## src/rtl/axon_scan_ctrl_if.sv

```systemverilog
// rtl/axon_scan_ctrl_if.sv - start/stall handshake, spike buffer reads and returned spike stream of the axon scan controller
interface axon_scan_ctrl_if #(
   parameter int AXON_CNT_BIT_WIDTH = 8
);
   logic                          start_i;
   logic                          lrnEn_i;
   logic                          stall_i;
   logic [AXON_CNT_BIT_WIDTH-1:0] RclAxonAddr_o;
   logic                          rdEn_RclInSpike_o;
   logic                          saveRclSpikes_o;
   logic [AXON_CNT_BIT_WIDTH-1:0] LrnAxonAddr_o;
   logic                          rdEn_LrnInSpike_o;
   logic                          Rcl_InSpike_i;
   logic                          Lrn_InSpike_i;
   logic                          spkVld_o;
   logic                          spkBit_o;
   logic [AXON_CNT_BIT_WIDTH-1:0] spkAddr_o;
   logic                          spkLrn_o;
   logic [AXON_CNT_BIT_WIDTH:0]   rclSpkCnt_o;
   logic                          busy_o;
   logic                          done_o;

   modport slave (
      input  start_i, lrnEn_i, stall_i, Rcl_InSpike_i, Lrn_InSpike_i,
      output RclAxonAddr_o, rdEn_RclInSpike_o, saveRclSpikes_o, LrnAxonAddr_o,
             rdEn_LrnInSpike_o, spkVld_o, spkBit_o, spkAddr_o, spkLrn_o,
             rclSpkCnt_o, busy_o, done_o
   );

   modport master (
      output start_i, lrnEn_i, stall_i, Rcl_InSpike_i, Lrn_InSpike_i,
      input  RclAxonAddr_o, rdEn_RclInSpike_o, saveRclSpikes_o, LrnAxonAddr_o,
             rdEn_LrnInSpike_o, spkVld_o, spkBit_o, spkAddr_o, spkLrn_o,
             rclSpkCnt_o, busy_o, done_o
   );
endinterface

```

## src/rtl/axon_scan_ctrl.sv

```systemverilog
// rtl/axon_scan_ctrl.sv - recall/learn axon sweep controller; learn phase built only when LRN_PHASE_EN is defined
module axon_scan_ctrl #(
   parameter int NUM_AXONS          = 256,
   parameter int AXON_CNT_BIT_WIDTH = 8
) (
   input logic             clk_i,
   input logic             rst_i,
   axon_scan_ctrl_if.slave bus
);
   localparam int W = AXON_CNT_BIT_WIDTH;
   localparam logic [W-1:0] LAST_ADDR = W'(NUM_AXONS - 1);
   localparam logic [W-1:0] ONE_ADDR  = W'(1);

`ifdef LRN_PHASE_EN
   typedef enum logic [2:0] {IDLE, RCL, RDRN, SAVE, LRN, LDRN, DONE} state_t;
`else
   typedef enum logic [2:0] {IDLE, RCL, RDRN, DONE} state_t;
`endif

   state_t       state;
   logic [W-1:0] cnt;        // next address to issue in the active sweep
   logic [W-1:0] rclAddr;
   logic         rclRdEn;
   logic         spkVld;
   logic [W-1:0] spkAddr;
   logic [W:0]   rclSpkCnt;
   logic         busy;
   logic         done;
   logic         spkSrcBit;
   logic         rclHit;

`ifdef LRN_PHASE_EN
   logic         lrnLatched;
   logic [W-1:0] lrnAddr;
   logic         lrnRdEn;
   logic         saveSpk;
   logic         spkLrn;

   // buffer data arrives one cycle after its enable; pick the buffer that was read
   assign spkSrcBit = spkLrn ? bus.Lrn_InSpike_i : bus.Rcl_InSpike_i;
   assign rclHit    = spkVld & ~spkLrn & spkSrcBit;

   assign bus.LrnAxonAddr_o     = lrnAddr;
   assign bus.rdEn_LrnInSpike_o = lrnRdEn;
   assign bus.saveRclSpikes_o   = saveSpk;
   assign bus.spkLrn_o          = spkLrn;
`else
   logic unusedLrnIn;

   assign unusedLrnIn = ^{bus.lrnEn_i, bus.Lrn_InSpike_i};
   assign spkSrcBit   = bus.Rcl_InSpike_i;
   assign rclHit      = spkVld & spkSrcBit;

   assign bus.LrnAxonAddr_o     = '0;
   assign bus.rdEn_LrnInSpike_o = 1'b0;
   assign bus.saveRclSpikes_o   = 1'b0;
   assign bus.spkLrn_o          = 1'b0;
`endif

   assign bus.RclAxonAddr_o     = rclAddr;
   assign bus.rdEn_RclInSpike_o = rclRdEn;
   assign bus.spkVld_o          = spkVld;
   assign bus.spkBit_o          = spkVld & spkSrcBit;
   assign bus.spkAddr_o         = spkAddr;
   assign bus.rclSpkCnt_o       = rclSpkCnt;
   assign bus.busy_o            = busy;
   assign bus.done_o            = done;

   // sweep FSM: every output is a register updated on the edge that enters the cycle it describes
   always_ff @(posedge clk_i or posedge rst_i) begin
      if (rst_i) begin
         state     <= IDLE;
         cnt       <= '0;
         rclAddr   <= '0;
         rclRdEn   <= 1'b0;
         spkVld    <= 1'b0;
         spkAddr   <= '0;
         rclSpkCnt <= '0;
         busy      <= 1'b0;
         done      <= 1'b0;
`ifdef LRN_PHASE_EN
         lrnLatched <= 1'b0;
         lrnAddr    <= '0;
         lrnRdEn    <= 1'b0;
         saveSpk    <= 1'b0;
         spkLrn     <= 1'b0;
`endif
      end else begin
         // enables and pulses default low; addresses fall back to 0 with their enable
         rclRdEn <= 1'b0;
         rclAddr <= '0;
         done    <= 1'b0;
`ifdef LRN_PHASE_EN
         lrnRdEn <= 1'b0;
         lrnAddr <= '0;
         saveSpk <= 1'b0;
         spkVld  <= rclRdEn | lrnRdEn;
         spkAddr <= rclAddr | lrnAddr;
         spkLrn  <= lrnRdEn;
`else
         spkVld  <= rclRdEn;
         spkAddr <= rclAddr;
`endif
         if (rclHit) begin
            rclSpkCnt <= rclSpkCnt + 1'b1;
         end

         case (state)
            IDLE: begin
               if (bus.start_i) begin
                  state     <= RCL;
                  busy      <= 1'b1;
                  rclSpkCnt <= '0;
`ifdef LRN_PHASE_EN
                  lrnLatched <= bus.lrnEn_i;
`endif
                  if (!bus.stall_i) begin
                     rclRdEn <= 1'b1;
                     cnt     <= ONE_ADDR;
                  end else begin
                     cnt <= '0;
                  end
               end
            end
            RCL: begin
               if (rclRdEn && rclAddr == LAST_ADDR) begin
                  state <= RDRN;
               end else if (!bus.stall_i) begin
                  rclRdEn <= 1'b1;
                  rclAddr <= cnt;
                  cnt     <= cnt + 1'b1;
               end
            end
            RDRN: begin
`ifdef LRN_PHASE_EN
               if (lrnLatched) begin
                  state   <= SAVE;
                  saveSpk <= 1'b1;
                  cnt     <= '0;
               end else begin
                  state <= DONE;
                  done  <= 1'b1;
               end
`else
               state <= DONE;
               done  <= 1'b1;
`endif
            end
`ifdef LRN_PHASE_EN
            SAVE: begin
               state <= LRN;
               if (!bus.stall_i) begin
                  lrnRdEn <= 1'b1;
                  cnt     <= ONE_ADDR;
               end
            end
            LRN: begin
               if (lrnRdEn && lrnAddr == LAST_ADDR) begin
                  state <= LDRN;
               end else if (!bus.stall_i) begin
                  lrnRdEn <= 1'b1;
                  lrnAddr <= cnt;
                  cnt     <= cnt + 1'b1;
               end
            end
            LDRN: begin
               state <= DONE;
               done  <= 1'b1;
            end
`endif
            DONE: begin
               state <= IDLE;
               busy  <= 1'b0;
`ifdef LRN_PHASE_EN
               lrnLatched <= 1'b0;
`endif
            end
            default: begin
               state <= IDLE;
               busy  <= 1'b0;
            end
         endcase
      end
   end
endmodule

```

## src/flat_wrapper.sv

```systemverilog
// flat-port wrapper written by rule: the top's interface ports become plain ports
module axon_scan_ctrl_flat 
#(
   parameter int NUM_AXONS          = 256,
   parameter int AXON_CNT_BIT_WIDTH = 8
)
  (clk_i, rst_i, bus_start_i, bus_lrnEn_i, bus_stall_i, bus_Rcl_InSpike_i, bus_Lrn_InSpike_i, bus_RclAxonAddr_o, bus_rdEn_RclInSpike_o, bus_saveRclSpikes_o, bus_LrnAxonAddr_o, bus_rdEn_LrnInSpike_o, bus_spkVld_o, bus_spkBit_o, bus_spkAddr_o, bus_spkLrn_o, bus_rclSpkCnt_o, bus_busy_o, bus_done_o);
  axon_scan_ctrl_if #(.AXON_CNT_BIT_WIDTH(AXON_CNT_BIT_WIDTH)) bus_i ();
  input logic clk_i;
  input logic rst_i;
  input wire logic [$bits(bus_i.start_i)-1:0] bus_start_i;
  input wire logic [$bits(bus_i.lrnEn_i)-1:0] bus_lrnEn_i;
  input wire logic [$bits(bus_i.stall_i)-1:0] bus_stall_i;
  input wire logic [$bits(bus_i.Rcl_InSpike_i)-1:0] bus_Rcl_InSpike_i;
  input wire logic [$bits(bus_i.Lrn_InSpike_i)-1:0] bus_Lrn_InSpike_i;
  output wire logic [$bits(bus_i.RclAxonAddr_o)-1:0] bus_RclAxonAddr_o;
  output wire logic [$bits(bus_i.rdEn_RclInSpike_o)-1:0] bus_rdEn_RclInSpike_o;
  output wire logic [$bits(bus_i.saveRclSpikes_o)-1:0] bus_saveRclSpikes_o;
  output wire logic [$bits(bus_i.LrnAxonAddr_o)-1:0] bus_LrnAxonAddr_o;
  output wire logic [$bits(bus_i.rdEn_LrnInSpike_o)-1:0] bus_rdEn_LrnInSpike_o;
  output wire logic [$bits(bus_i.spkVld_o)-1:0] bus_spkVld_o;
  output wire logic [$bits(bus_i.spkBit_o)-1:0] bus_spkBit_o;
  output wire logic [$bits(bus_i.spkAddr_o)-1:0] bus_spkAddr_o;
  output wire logic [$bits(bus_i.spkLrn_o)-1:0] bus_spkLrn_o;
  output wire logic [$bits(bus_i.rclSpkCnt_o)-1:0] bus_rclSpkCnt_o;
  output wire logic [$bits(bus_i.busy_o)-1:0] bus_busy_o;
  output wire logic [$bits(bus_i.done_o)-1:0] bus_done_o;
  assign bus_i.start_i = bus_start_i;
  assign bus_i.lrnEn_i = bus_lrnEn_i;
  assign bus_i.stall_i = bus_stall_i;
  assign bus_i.Rcl_InSpike_i = bus_Rcl_InSpike_i;
  assign bus_i.Lrn_InSpike_i = bus_Lrn_InSpike_i;
  assign bus_RclAxonAddr_o = bus_i.RclAxonAddr_o;
  assign bus_rdEn_RclInSpike_o = bus_i.rdEn_RclInSpike_o;
  assign bus_saveRclSpikes_o = bus_i.saveRclSpikes_o;
  assign bus_LrnAxonAddr_o = bus_i.LrnAxonAddr_o;
  assign bus_rdEn_LrnInSpike_o = bus_i.rdEn_LrnInSpike_o;
  assign bus_spkVld_o = bus_i.spkVld_o;
  assign bus_spkBit_o = bus_i.spkBit_o;
  assign bus_spkAddr_o = bus_i.spkAddr_o;
  assign bus_spkLrn_o = bus_i.spkLrn_o;
  assign bus_rclSpkCnt_o = bus_i.rclSpkCnt_o;
  assign bus_busy_o = bus_i.busy_o;
  assign bus_done_o = bus_i.done_o;
  axon_scan_ctrl #(.NUM_AXONS(NUM_AXONS), .AXON_CNT_BIT_WIDTH(AXON_CNT_BIT_WIDTH)) u_core (.clk_i(clk_i), .rst_i(rst_i), .bus(bus_i));
endmodule
```

## config.mk

```make
export PLATFORM = sky130hd
export DESIGN_NAME = axon_scan_ctrl_flat
export DESIGN_NICKNAME = d
export VERILOG_FILES = /design/src/rtl/axon_scan_ctrl_if.sv /design/src/rtl/axon_scan_ctrl.sv /design/src/flat_wrapper.sv
export SDC_FILE = /design/constraint.sdc
export NUM_CORES = 1
export LEC_CHECK = 0
export BUFFER_PORTS_ARGS = -buffer_cell sky130_fd_sc_hd__buf_2
export CAP_MARGIN = 20
export CELL_PAD_IN_SITES_DETAIL_PLACEMENT = 1
export CELL_PAD_IN_SITES_GLOBAL_PLACEMENT = 2
export CORE_ASPECT_RATIO = 0.5
export CORE_MARGIN = 5
export CORE_UTILIZATION = 35
export DETAILED_ROUTE_END_ITERATION = 10
export PLACE_DENSITY = 0.87
export SYNTH_ARGS = -nofsm -noshare
export SYNTH_HDL_FRONTEND = slang
export SYNTH_SLANG_ARGS = --single-unit
```

## constraint.sdc

```tcl
create_clock -name clk_i -period 5.6 [get_ports clk_i]
set_clock_uncertainty 0.2 [all_clocks]
set_input_delay 1.12 -clock clk_i [delete_from_list [all_inputs] [get_ports clk_i]]
set_output_delay 1.12 -clock clk_i [all_outputs]
set_load 0.02 [all_outputs]
```

After elaboration in Yosys (flattened, before gate mapping). Index checks and enable logic that the tools add are counted.

$add $sub $neg: 2. Equal/unequal tests: 7. Mux-type cells: 21. Bitwise gates (word level): 2. Reductions and logical operators: 7.

Operators by type and width (count): $mux W8 (6); $mux W9 (3); $pmux W8 S2 (1); $add A9 B1 Y9 const B (1); $pmux W3 S3 (1); $add A8 B1 Y8 const B (1); $eq A8 B8 Y1 const B (1); $mux W1 (6); $mux W3 (2); $ne A2 B2 Y1 const B (3); $pmux W1 S2 (2); $reduce_and A2 Y1 (2); $reduce_and A4 Y1 (1); $eq A3 B1 Y1 const B (1); $eq A3 B2 Y1 const B (1); $logic_not A3 Y1 (1); $ne A2 B1 Y1 const B (1); $reduce_bool A2 Y1 (1); $reduce_or A2 Y1 (1); $and A1 B1 Y1 (1); $logic_and A1 B1 Y1 (1); $not A1 Y1 (1).

Flip-flop bits (word level): 40. Bits of input ports: 7. Output and inout port bits: 41. Logic and storage cells: 48.

Depth between registers and ports, before layout.
Word-level depth: 4. Mapped depth: 7. Mapped depth without buffers: 6.

Worst setup path before layout. No wires, ideal clock.

Kind: input to output. Start: input bus_Rcl_InSpike_i. End: output bus_spkBit_o. Data arrival time: 1.540 ns. Data required time: 4.280 ns. Setup slack: 2.740 ns. Stages on the path: 2. Buffers on the path: 1. Cell sequence: and2_1 clkbuf_1.

Word-level cells in the longest chain between the ends: 1.

Ends and longest elaborated chain: from (decl) (RTL line flat_wrapper.sv:14) `input wire logic [$bits(bus_i.Rcl_InSpike_i)-1:0] bus_Rcl_InSpike_i;`; $and A1 B1 Y1 (RTL line axon_scan_ctrl.sv:63) `assign bus.spkBit_o = spkVld & spkSrcBit;`; to (decl) (RTL line flat_wrapper.sv:22) `output wire logic [$bits(bus_i.spkBit_o)-1:0] bus_spkBit_o;`.

No other way between the ends.

Final worst setup path. Same ends and word-level chain as after synthesis.

==> impl.org <==
** Critical path
- Crit path largest cell delay :: 0.23 ns
- Largest fanout on the critical path :: 5
- Counting both buffers and inverters, the worst setup path holds a total of 2.
- Required time at the endpoint of the critical path :: 4.28 ns
- Broken down by cell family, the worst path's largest delay share belongs to buffers and inverters.
- The number of cells on the worst reg-to-reg path is 5.
- The worst setup path is launched from an input port.
- Stages on the worst setup path :: 3
- Slowest cell on the critical path :: sky130_fd_sc_hd__and2_1
- The worst register-to-register path ends at u_core.cnt[7]$_DFFE_PP0P_.
- In this run the worst setup path terminates at bus_spkBit_o.
- Launch instance of the worst register-to-register path :: u_core.state[1]$_DFFE_PP0P_
- The worst register-to-register path has a setup slack of 3.29 ns.
- For the worst setup path, the data arrival time is 1.64 ns.
- The worst setup path is captured at an output pin.
- Type of the worst setup path :: in -> out
- Counting stages on the worst path, the most repeated cell is sky130_fd_sc_hd__buf_2.
- The critical path goes through buf_2, and2_1, buf_2.
- Critical path origin :: bus_Rcl_InSpike_i

** Clocking
- Cells resized by post-CTS repair :: 0
- TritonCTS built the clock tree.
- Clock Path Buffers :: 2
- The H-tree generated during clock tree synthesis spans 2 levels.
- Clock-pin slew was measured on the worst setup and hold paths at 0.07 ns.
- CTS placed an instance of sky130_fd_sc_hd__clkbuf_8 at the clock tree root.
- Clock tree synthesis inserted a total of 5 buffers.
- Number of buffers inserted by post-CTS setup repair :: 0
- Post-CTS Hold Buffers :: 0
- Clock latency on the worst-skew pair :: 0.29 ns
- Sink count of the clock tree :: 39

** Placed design
- Weighted congestion reported at the end of routability-driven placement :: 0.775
- Input and output buffers added on the ports amount to 34.
- HPWL reported at the end of detailed placement :: 2.93 mm

** Timing
- The number of slew-limit violations in the final report is 0.
- Max transition margin :: 58.1%
- Subtracting the final worst setup slack from the clock period gives 2.96 ns.
- F_max :: 338 MHz
- Setup repair after global routing left no endpoint under its margin.
- Final setup fails :: 0
- Count of endpoints failing hold in the final timing report :: 0
- Dividing the final minimum period by the clock period gives 52.8%.
- Adding up every negative setup slack in the final design gives 0 ns.
- At the pin with the least slew margin, the transition time is 0.626 ns.
- Worst hold slack across all endpoints :: 0.196 ns

** Routing
- In the routed layout, each cell is associated on average with a via count of 4.81.
- Via count of the routed design :: 1261
- After detailed routing, the number of remaining DRC violations is 0.
- The routed design uses 209 µm of met3 wire.
- Pre-antenna DRT Iters :: 4
- For this block, wires on met1 add up to 1.82 mm.
- DRT antenna net count :: 0
- Wire length after detailed routing :: 4.00 mm
- The highest layer touched by signal routing is met4.
- Wire length per cell :: 15.3 µm
- For this block, the initial DRC count from the detailed router was 68.
- Met2 wire length :: 1.94 mm

** Global route
- Total congestion overflow :: 0
- In the global route stage, overall resource usage came out at 13.1%.
- Antenna violations before repair :: 0
- The via count of the first global-routing pass came to 1272.
- The first global-routing pass estimated 6.54 mm of wire.
- Largest net degree at the start of global routing :: 40

** Synthesis
- Post-synthesis cell type count :: 36
- Proportion of synthesized chip area in sequential cells :: 55.6%
- Yosys attributes the largest share of cell area to sky130_fd_sc_hd__dfrtp_1 (56%), sky130_fd_sc_hd__buf_4 (4.7%), sky130_fd_sc_hd__ha_1 (3.6%).
- Synthesis produced 157 cells.
- Average size of a mapped cell :: 11.2 µm²
- Of all flip-flops after synthesis, the portion carrying an async set or reset was 100%.
- The biggest area contributor in the post-synthesis netlist is sky130_fd_sc_hd__dfrtp_1.
- After synthesis, the largest area contributor takes up 55.6% of total cell area.
- The mapped netlist covers 1760 µm².
- The most used flip-flop cell after synthesis is sky130_fd_sc_hd__dfrtp_1.
- Counting flops with a built-in enable in the synthesized netlist gives 0.
- The Yosys step of the flow raised 0 warnings.
- Flip-flop and latch count after synthesis :: 39

** Hold path
- The min-delay analysis places its worst path in the category reg -> reg.

** Flow run
- Maximum capacitance violations :: 0

** Cells and area
- Register area :: 976 µm²
- Antenna fix cells :: 0
- Area used by multi-input combinational logic :: 686 µm²
- Net count reported at finish :: 203
- Of the cells placed in the final design, the portion with a size suffix greater than 1 is 24.0%.
- Synth-to-layout area growth :: 15.8%
- At the end of the flow the core is filled with cells to 41.6%.
- Fill count :: 570

** Floorplanning
- Total number of placement rows :: 18
- Chip width :: 110 µm
- The floorplan step defined a core boundary enclosing 4890 µm².
- Chip height :: 60.1 µm
- Initial Utilization :: 35.9%
- During I/O placement, the number of pins put on the boundary was 48.
- The die covers 6620 µm².

** Pwr
- The analysis attributes to net switching a power of 0.000317 W.
- Of the total power, combinational logic draws 28.4%.
- Largest vdd supply drop :: 0.141 mV
- For this design the ratio of total power to cell area is 417 nW/µm².
- Cell internal power was estimated by the tool at 0.000530 W.
- Per report_power, the sequential group accounts for 49.7% of the total.
- The share of total power dissipated in the clock network is 21.9%.
- Leakage power :: 1.05 nW
- Switching part of the total power :: 37.4%

** Run status
- The run finished with clean final reports.
## Yosys cell counts, types with 3 or more instances
cell	n
sky130_fd_sc_hd__dfrtp_1	39
sky130_fd_sc_hd__nor2_1	14
sky130_fd_sc_hd__nand2_1	12
sky130_fd_sc_hd__buf_4	11
sky130_fd_sc_hd__and2_1	9
sky130_fd_sc_hd__xor2_1	7
sky130_fd_sc_hd__clkbuf_1	6
sky130_fd_sc_hd__inv_1	6
sky130_fd_sc_hd__nand4_1	6
sky130_fd_sc_hd__ha_1	5
sky130_fd_sc_hd__a32o_1	4
sky130_fd_sc_hd__nor3_1	4
sky130_fd_sc_hd__o211ai_1	4
sky130_fd_sc_hd__mux2i_1	3
sky130_fd_sc_hd__nand3_1	3
sky130_fd_sc_hd__o21ai_0	3
## worst min path at each step
stage,from,endpoint,slack [ns],cells past startpoint
floorplan,u_core.cnt[7]$_DFFE_PP0P_,u_core.cnt[7]$_DFFE_PP0P_,0.30,1
global placement,u_core.bus.RclAxonAddr_o[3]$_DFF_PP0_,u_core.bus.spkAddr_o[3]$_DFF_PP0_,0.18,0
detailed placement,u_core.bus.RclAxonAddr_o[3]$_DFF_PP0_,u_core.bus.spkAddr_o[3]$_DFF_PP0_,0.18,0
CTS,u_core.bus.RclAxonAddr_o[3]$_DFF_PP0_,u_core.bus.spkAddr_o[3]$_DFF_PP0_,0.20,0
global route,u_core.bus.RclAxonAddr_o[5]$_DFF_PP0_,u_core.bus.spkAddr_o[5]$_DFF_PP0_,0.21,0
finish,u_core.bus.RclAxonAddr_o[3]$_DFF_PP0_,u_core.bus.spkAddr_o[3]$_DFF_PP0_,0.20,0
## cells in the final DEF, fill, tap and decap left out, drive strengths merged, types with 2 or more instances in the layout
cell	n
nand4	6
nand3	3
conb	11
mux2	2
dfrtp	39
mux2i	3
nor2	14
nand2	12
a32o	4
nor2b	2
clkbuf	6
nor3	4
o21ai	3
xor2	7
o211ai	4
ha	5
inv	6
buf	35
and2	9
## final cells by class
cell class	count	share of cell area, %
inverters	6	1.11
multi-input cells	104	33.7
repair buffers	35	8.73
clock inverters	2	0.615
well taps	70	4.31
clock buffers	6	3.57
flip-flops and latches	39	48.0
## registers in the layout (all words and copies together) (netlist names)
| name | count |
|---|---|
| u_core.bus.rclSpkCnt_o | 9 |
| u_core.bus.RclAxonAddr_o | 8 |
| u_core.bus.rdEn_RclInSpike_o | 1 |
| u_core.cnt | 8 |
| u_core.bus.spkAddr_o | 8 |
| u_core.state | 2 |
| u_core.bus.spkVld_o | 1 |
| u_core.bus.busy_o | 1 |
| u_core.bus.done_o | 1 |
## cells by family after synthesis
family / count (synthesis) / share of synthesized area (%)
simple gates: 54 / 15.2
fa+ha+maj: 5 / 3.56
mux: 5 / 3.20
flops: 39 / 55.6
buf+inv: 24 / 7.55
other cells: 1 / 0.213
compound gates: 21 / 10.7
xor+xnor: 8 / 3.99
## power groups by stage
stage | combinational (W) | sequential [W] | clock, W
floorplan | 0.000116 | 0.000463 | 0
global placement | 0.000233 | 0.000420 | 0
detailed placement | 0.000244 | 0.000425 | 0
CTS | 0.000245 | 0.000420 | 0.000193
global route | 0.000261 | 0.000433 | 0.000205
finish | 0.000241 | 0.000421 | 0.000185
## stage by stage
step           area (µm²)  worst slack (ns)  power, W  instances
2_1_floorplan        1790              2.74  0.000580        167
3_3_place_gp         1950              2.64  0.000653        254
3_5_place_dp         1950              2.64  0.000669        254
4_1_cts              2030              2.64  0.000858        262
5_1_grt              2030              2.59  0.000899        262
6_report             2030              2.64  0.000848        262
## per-layer routing
layer / vias to the layer above / global-route usage, %
li1: 585 / -
met1: 633 / 16.8
met2: 38 / 21.7
met3: 5 / 2.91
met4: 0 / 5.26
met5: - / 0
No activity file was read; power rests on OpenSTA's default activity.
